## config.mk

```make
export PLATFORM = sky130hd
export DESIGN_NAME = soc_reset_sequencer
export DESIGN_NICKNAME = d
export VERILOG_FILES = /design/src/rtl/soc_rst_pkg.sv /design/src/rtl/rst_cycle_counter.sv /design/src/rtl/soc_reset_sequencer.sv
export SDC_FILE = /design/constraint.sdc
export NUM_CORES = 1
export LEC_CHECK = 0
export CAP_MARGIN = 40
export CORE_MARGIN = 8
export CORE_UTILIZATION = 30
export CTS_CLUSTER_SIZE = 14
export DETAILED_ROUTE_END_ITERATION = 7
export RECOVER_POWER = 25
export SLEW_MARGIN = 20
export SYNTH_ARGS = -nofsm -noshare
export SYNTH_HDL_FRONTEND = slang
export SYNTH_SLANG_ARGS = --single-unit
export TNS_END_PERCENT = 1
```

## constraint.sdc

```tcl
create_clock -name clk -period 4.44 [get_ports clk]
set_input_delay 0.444 -clock clk [delete_from_list [all_inputs] [get_ports clk]]
set_output_delay 0.444 -clock clk [all_outputs]
set_load 0.01 [all_outputs]
```

## src/rtl/soc_rst_pkg.sv

```systemverilog
// soc_rst_pkg -- shared definitions for the SoC reset sequencer.
//   rst_state_e : FSM state encoding (also exported on the debug port)
//   *_MIN/_MAX  : legal ranges of the sequencer parameters
//   cnt_width() : counter width for a given cycle limit ($clog2 + 1, never wraps)
package soc_rst_pkg;

    typedef enum logic [2:0] {
        ST_HOLD    = 3'd0,
        ST_RELEASE = 3'd1,
        ST_RUN     = 3'd2,
        ST_DONE    = 3'd3,
        ST_TIMEOUT = 3'd4
    } rst_state_e;

    localparam int unsigned NUM_CH_MIN = 1;
    localparam int unsigned NUM_CH_MAX = 8;
    localparam int unsigned HOLD_MIN   = 1;
    localparam int unsigned HOLD_MAX   = 65535;
    localparam int unsigned GAP_MIN    = 1;
    localparam int unsigned GAP_MAX    = 65535;
    localparam int unsigned WDOG_MIN   = 1;
    localparam int unsigned WDOG_MAX   = (1 << 20) - 1;

    function automatic int unsigned cnt_width(input int unsigned limit);
        return $clog2(limit) + 1;
    endfunction

endpackage

```

## src/rtl/rst_cycle_counter.sv

```systemverilog
// rst_cycle_counter -- up-counter with synchronous clear and terminal-count flag.
//   clk, reset : clock, asynchronous active-low reset
//   load_i     : clear the count to zero (wins over en_i)
//   en_i       : count up by one; the count holds once it reaches term_i
//   term_i     : terminal value
//   tc_o       : high while the count equals term_i
module rst_cycle_counter #(
    parameter int unsigned WIDTH = 8
) (
    input  logic             clk,
    input  logic             reset,
    input  logic             load_i,
    input  logic             en_i,
    input  logic [WIDTH-1:0] term_i,
    output logic             tc_o
);

    logic [WIDTH-1:0] cnt_q, cnt_d;

    assign tc_o = (cnt_q == term_i);

    always_comb begin
        cnt_d = cnt_q;
        if (load_i)
            cnt_d = '0;
        else if (en_i && !tc_o)
            cnt_d = cnt_q + 1'b1;
    end

    always_ff @(posedge clk or negedge reset) begin
        if (!reset) cnt_q <= '0;
        else        cnt_q <= cnt_d;
    end

endmodule

```

## src/rtl/soc_reset_sequencer.sv

```systemverilog
// soc_reset_sequencer -- holds all reset channels, releases them one by one,
// then watches the SoC with a heartbeat watchdog until done or timeout.
//   clk, reset    : clock, asynchronous active-low reset
//   sw_rst_req    : restart the whole sequence (highest priority)
//   heartbeat     : SoC activity strobe, restarts the watchdog while running
//   done_in       : SoC completion, latched into finished while running
//   ch_rst        : per-channel active-high reset, bit 0 released first
//   all_released  : registered "every channel released"
//   finished      : sticky completion flag
//   timeout       : sticky watchdog expiry flag
//   state         : FSM state for debug
module soc_reset_sequencer
    import soc_rst_pkg::*;
#(
    parameter int unsigned NUM_CH      = 4,
    parameter int unsigned HOLD_CYCLES = 16,
    parameter int unsigned GAP_CYCLES  = 8,
    parameter int unsigned WDOG_CYCLES = 700
) (
    input  logic              clk,
    input  logic              reset,
    input  logic              sw_rst_req,
    input  logic              heartbeat,
    input  logic              done_in,
    output logic [NUM_CH-1:0] ch_rst,
    output logic              all_released,
    output logic              finished,
    output logic              timeout,
    output logic [2:0]        state
);

    if (NUM_CH < NUM_CH_MIN || NUM_CH > NUM_CH_MAX ||
        HOLD_CYCLES < HOLD_MIN || HOLD_CYCLES > HOLD_MAX ||
        GAP_CYCLES < GAP_MIN || GAP_CYCLES > GAP_MAX ||
        WDOG_CYCLES < WDOG_MIN || WDOG_CYCLES > WDOG_MAX) begin : g_bad_params
        $error("soc_reset_sequencer: parameter outside legal range");
    end

    // Hold and gap phases never overlap, so they share one counter sized for the larger.
    localparam int unsigned HG_LIMIT = (HOLD_CYCLES > GAP_CYCLES) ? HOLD_CYCLES : GAP_CYCLES;
    localparam int unsigned HG_W     = cnt_width(HG_LIMIT);
    localparam int unsigned WD_W     = cnt_width(WDOG_CYCLES);
    localparam logic [HG_W-1:0] HOLD_TERM = HG_W'(HOLD_CYCLES - 1);
    localparam logic [HG_W-1:0] GAP_TERM  = HG_W'(GAP_CYCLES - 1);
    localparam logic [WD_W-1:0] WDOG_TERM = WD_W'(WDOG_CYCLES - 1);

    rst_state_e        state_q, state_d;
    logic [NUM_CH-1:0] ch_rst_q, ch_rst_d;
    logic              all_rel_q, all_rel_d;
    logic              finished_q, finished_d;
    logic              timeout_q, timeout_d;

    logic            seq_phase;
    logic            hg_load, hg_tc;
    logic [HG_W-1:0] hg_term;
    logic            wd_load, wd_en, wd_tc;

    assign seq_phase = (state_q == ST_HOLD) || (state_q == ST_RELEASE);

    // Restarts on every terminal count so each gap is measured from the previous release.
    assign hg_load = sw_rst_req || hg_tc || !seq_phase;
    assign hg_term = (state_q == ST_HOLD) ? HOLD_TERM : GAP_TERM;

    assign wd_en   = (state_q == ST_RUN);
    assign wd_load = sw_rst_req || heartbeat || !wd_en;

    rst_cycle_counter #(.WIDTH(HG_W)) u_hold_gap_cnt (
        .clk    (clk),
        .reset  (reset),
        .load_i (hg_load),
        .en_i   (seq_phase),
        .term_i (hg_term),
        .tc_o   (hg_tc)
    );

    rst_cycle_counter #(.WIDTH(WD_W)) u_wdog_cnt (
        .clk    (clk),
        .reset  (reset),
        .load_i (wd_load),
        .en_i   (wd_en),
        .term_i (WDOG_TERM),
        .tc_o   (wd_tc)
    );

    always_comb begin
        state_d    = state_q;
        ch_rst_d   = ch_rst_q;
        finished_d = finished_q;
        timeout_d  = timeout_q;
        all_rel_d  = !sw_rst_req && (ch_rst_q == '0);
        if (sw_rst_req) begin
            state_d    = ST_HOLD;
            ch_rst_d   = '1;
            finished_d = 1'b0;
            timeout_d  = 1'b0;
        end else begin
            case (state_q)
                ST_HOLD: begin
                    if (hg_tc) begin
                        state_d  = ST_RELEASE;
                        ch_rst_d = ch_rst_q << 1;
                    end
                end
                ST_RELEASE: begin
                    // Zero-fill shift releases the lowest still-held channel.
                    if (ch_rst_q == '0)
                        state_d = ST_RUN;
                    else if (hg_tc)
                        ch_rst_d = ch_rst_q << 1;
                end
                ST_RUN: begin
                    if (done_in) begin
                        state_d    = ST_DONE;
                        finished_d = 1'b1;
                    end else if (!heartbeat && wd_tc) begin
                        state_d   = ST_TIMEOUT;
                        timeout_d = 1'b1;
                    end
                end
                ST_DONE, ST_TIMEOUT: ;
                default: begin
                    state_d  = ST_HOLD;
                    ch_rst_d = '1;
                end
            endcase
        end
    end

    always_ff @(posedge clk or negedge reset) begin
        if (!reset) begin
            state_q    <= ST_HOLD;
            ch_rst_q   <= '1;
            all_rel_q  <= 1'b0;
            finished_q <= 1'b0;
            timeout_q  <= 1'b0;
        end else begin
            state_q    <= state_d;
            ch_rst_q   <= ch_rst_d;
            all_rel_q  <= all_rel_d;
            finished_q <= finished_d;
            timeout_q  <= timeout_d;
        end
    end

    assign ch_rst       = ch_rst_q;
    assign all_released = all_rel_q;
    assign finished     = finished_q;
    assign timeout      = timeout_q;
    assign state        = state_q;

endmodule

```

==> reports/metrics.yaml <==
outcome:
  run_status: "finished clean"
layout:
  seq_area_um2: 655.6
  n_fill_cell: 421
  finalNetCount: 141
  area_delta_synth_final_pct: 19.86
  multi_input_area_um2: 574.3
  drive_gt1_frac: 0.1654
  diodes: 0
drt:
  wl_per_cell_um: 13.26
  drt_pass1_iterations: 4
  drtAntennaViolNets: 0
  vias_per_cell: 4.951
  wirelength_um: 2454
  vias: 916
  drc: 0
  drtIter0Drc: 16
timing:
  period_needed_ns: 2.140
  skew_ns: 0.001991
  tns_ns: 0
  drv_slew: 0
  finalHoldViolCount: 0
  finalCritPeriodShare: 0.4820
  slew_headroom: 0.5511
  setup_violations: 0
  tightest_slew_ns: 0.6711
  rsz0062_at_grt: "false"
  max_freq_mhz: 467.3
clock_network:
  clock_latency_ns: 0.27
  numCtsBuffers: 3
  cts_tree: "yes"
  htreeDepth: 1
  cts_resized: 0
  post_cts_buffers: 0
  clock_tree.buffer_depth: 2
  clk_pin_slew_worst_paths_ns: 0.09
  cts_sinks: 26
  cts_hold_buf: 0
  cts_root_buffer: "clkbuf_8"
synthesis:
  async_reset_ff_frac: 1.000
  yosysWarnings: 0
  avgSynthCellArea_um2: 10.62
  synthFlopType: "dfrtp_1"
  synth-seq-cells: 26
  synth_edf_count: 0
  synth.distinct_cells: 41
  synth.cell_area_um2: 1285
  seq_area_frac_synth: 0.5102
  synthCells: 121
  synth_nets: 128
critical_path:
  critPathTopFamily: "simple AND/OR/NAND/NOR gates"
  crit_path_max_fanout: 10
  cp-start-kind: "input pin"
  path_buf_inv: 1
  cpMaxStageDelayCell: "dlygate4sd3_1"
  crit_type: "input pin to flop"
  critical_path_required_ns: 4.65
  critical_path_arrival_ns: 2.35
  end_kind: "flop"
  slowest_delay_ns: 0.67
  cp_cell_sequence: "dlygate4sd3_1, or3_4, or4_4, o22a_1"
  r2r_slack_ns: 2.65
grt:
  antenna_found_initial: 0
  grt_max_degree: 16
  grt_pass1_vias: 888
  grt_pass1_wl_um: 4160
  grt_overflow: 0
  grt_usage: 0.08012
hold_path:
  min_path_type: "flop to flop"
placement:
  io_buffers: 14
  gp_congestion: 0.8161
  dp_hpwl_um: 1830
floorplan:
  die-area_um2: 6633
  initial_utilization: 0.3035
  fp.dieH_um: 81.45
  core-area_um2: 4234
  die_x_um: 81.45
  row_count: 24
  pin_count: 15
flow_run:
  timing.max_cap.violations: 0
pwr:
  powerDensity_nw_per_um2: 295.6
  max-vdd-ir-drop_uv: 151.0
  cellLeakagePower_uw: 0.0006165
  total_power_uw: 455.3
==> sequential cells by signal (all words and copies together), names as in the netlist <==
| name | flops |
|---|---|
| u_wdog_cnt.cnt_q | 11 |
| u_hold_gap_cnt.cnt_q | 5 |
| ch_rst | 4 |
| state | 3 |
| all_released | 1 |
| finished | 1 |
| timeout | 1 |
==> where the power goes <==
| group | total, uW | internal (uW) | switching [uW] |
|---|---|---|---|
| logic | 18.3 | 7.80 | 10.5 |
| clock network | 196 | 121 | 75.3 |
| registers | 241 | 239 | 1.94 |
==> layout make-up <==
type | instances | area share
sequential | 26 | 0.4257
multi-input combinational | 83 | 0.3729
timing repair buffer | 15 | 0.1007
tap | 52 | 0.04224
clock buffer | 3 | 0.02681
clock inverter | 1 | 0.01950
inverter | 5 | 0.01219
==> logic make-up (layout without fill, tap and decap cells) <==
logic type,Yosys count,count (layout),share of synthesized area
XOR/XNOR,12,12,0.08179
AND/OR/NAND/NOR,51,51,0.2376
AO/OA/AOI/OAI,17,17,0.1003
adder cells (fa/ha/maj),2,2,0.01947
multiplexers,1,1,0.007790
buffers and inverters,12,24,0.04284
flip-flops,26,26,0.5102
==> metrics by stage <==
stage | cells | area, um2 | hold slack, ns | utilization | setup slack, ns
CTS | 185 | 1540 | 0.4697 | 0.3638 | 2.385
detailed placement | 181 | 1469 | 0.4571 | 0.3469 | 2.092
global placement | 180 | 1454 | 0.4453 | 0.3434 | 2.117
floorplan | 121 | 1285 | 0.1484 | - | 2.622
finish | 185 | 1540 | 0.4645 | 0.3638 | 2.300
global route | 185 | 1540 | 0.4875 | 0.3638 | 2.266
==> routing by layer <==
layer	part of all wire	vias to the layer above	routed length, um	global-route usage
met1	0.48	452	1169	0.09934
met4	0.027	0	66	0.05357
met2	0.46	13	1137	0.1241
met5	0	-	0	0
li1	-	446	-	-
met3	0.033	5	80	0.01532
==> worst register-to-register path: cells and delay by family (launching register included) <==
kind	cells	cell delay, ns
simple gates	3	0.96
flops	1	0.40
fa+ha+maj	1	0.30
compound gates	1	0.06
==> worst paths after layout <==
check / from / end / cells after the start
worst max-delay path: sw_rst_req / ch_rst[3]$_DFFE_PN1P_ / 4
worst min-delay path: u_hold_gap_cnt.cnt_q[0]$_DFFE_PN0P_ / u_hold_gap_cnt.cnt_q[0]$_DFFE_PN0P_ / 1
worst max register to register: u_wdog_cnt.cnt_q[0]$_DFFE_PN0P_ / timeout$_DFFE_PN0P_ / 5
worst min register to register: u_hold_gap_cnt.cnt_q[0]$_DFFE_PN0P_ / u_hold_gap_cnt.cnt_q[0]$_DFFE_PN0P_ / 1
max in group asynchronous: reset / u_wdog_cnt.cnt_q[10]$_DFFE_PN0P_ / 2
min in group asynchronous: reset / timeout$_DFFE_PN0P_ / 1
==> cell usage after synthesis, drive strengths merged, types with 2 or more instances <==
library cell / n / area share
a21oi: 2 / 0.0078
and3: 2 / 0.011
buf: 3 / 0.017
clkbuf: 4 / 0.012
dfrtp: 22 / 0.43
dfstp: 4 / 0.082
ha: 2 / 0.019
inv: 5 / 0.015
nand2: 3 / 0.011
nand2b: 2 / 0.0097
nand3: 8 / 0.031
nand3b: 2 / 0.012
nor2: 18 / 0.053
nor3: 3 / 0.012
o21a: 2 / 0.012
o21ai: 3 / 0.015
o22a: 3 / 0.020
or3: 3 / 0.023
or4: 4 / 0.032
xnor2: 6 / 0.041
xor2: 6 / 0.041
==> placed cells by master (no fill, tap or decap), types with 3 or more instances in the layout <==
cell type,Yosys,routed
clkbuf_8,0,3
clkdlybuf4s50_1,0,12
dfrtp_1,22,22
dfstp_2,4,4
inv_1,5,5
nand3_1,8,8
nor2_1,18,18
nor3_1,3,3
o22a_1,3,3
or4_4,3,3
xnor2_1,6,6
xor2_1,6,6
No activity file was read; power rests on OpenSTA's default activity.
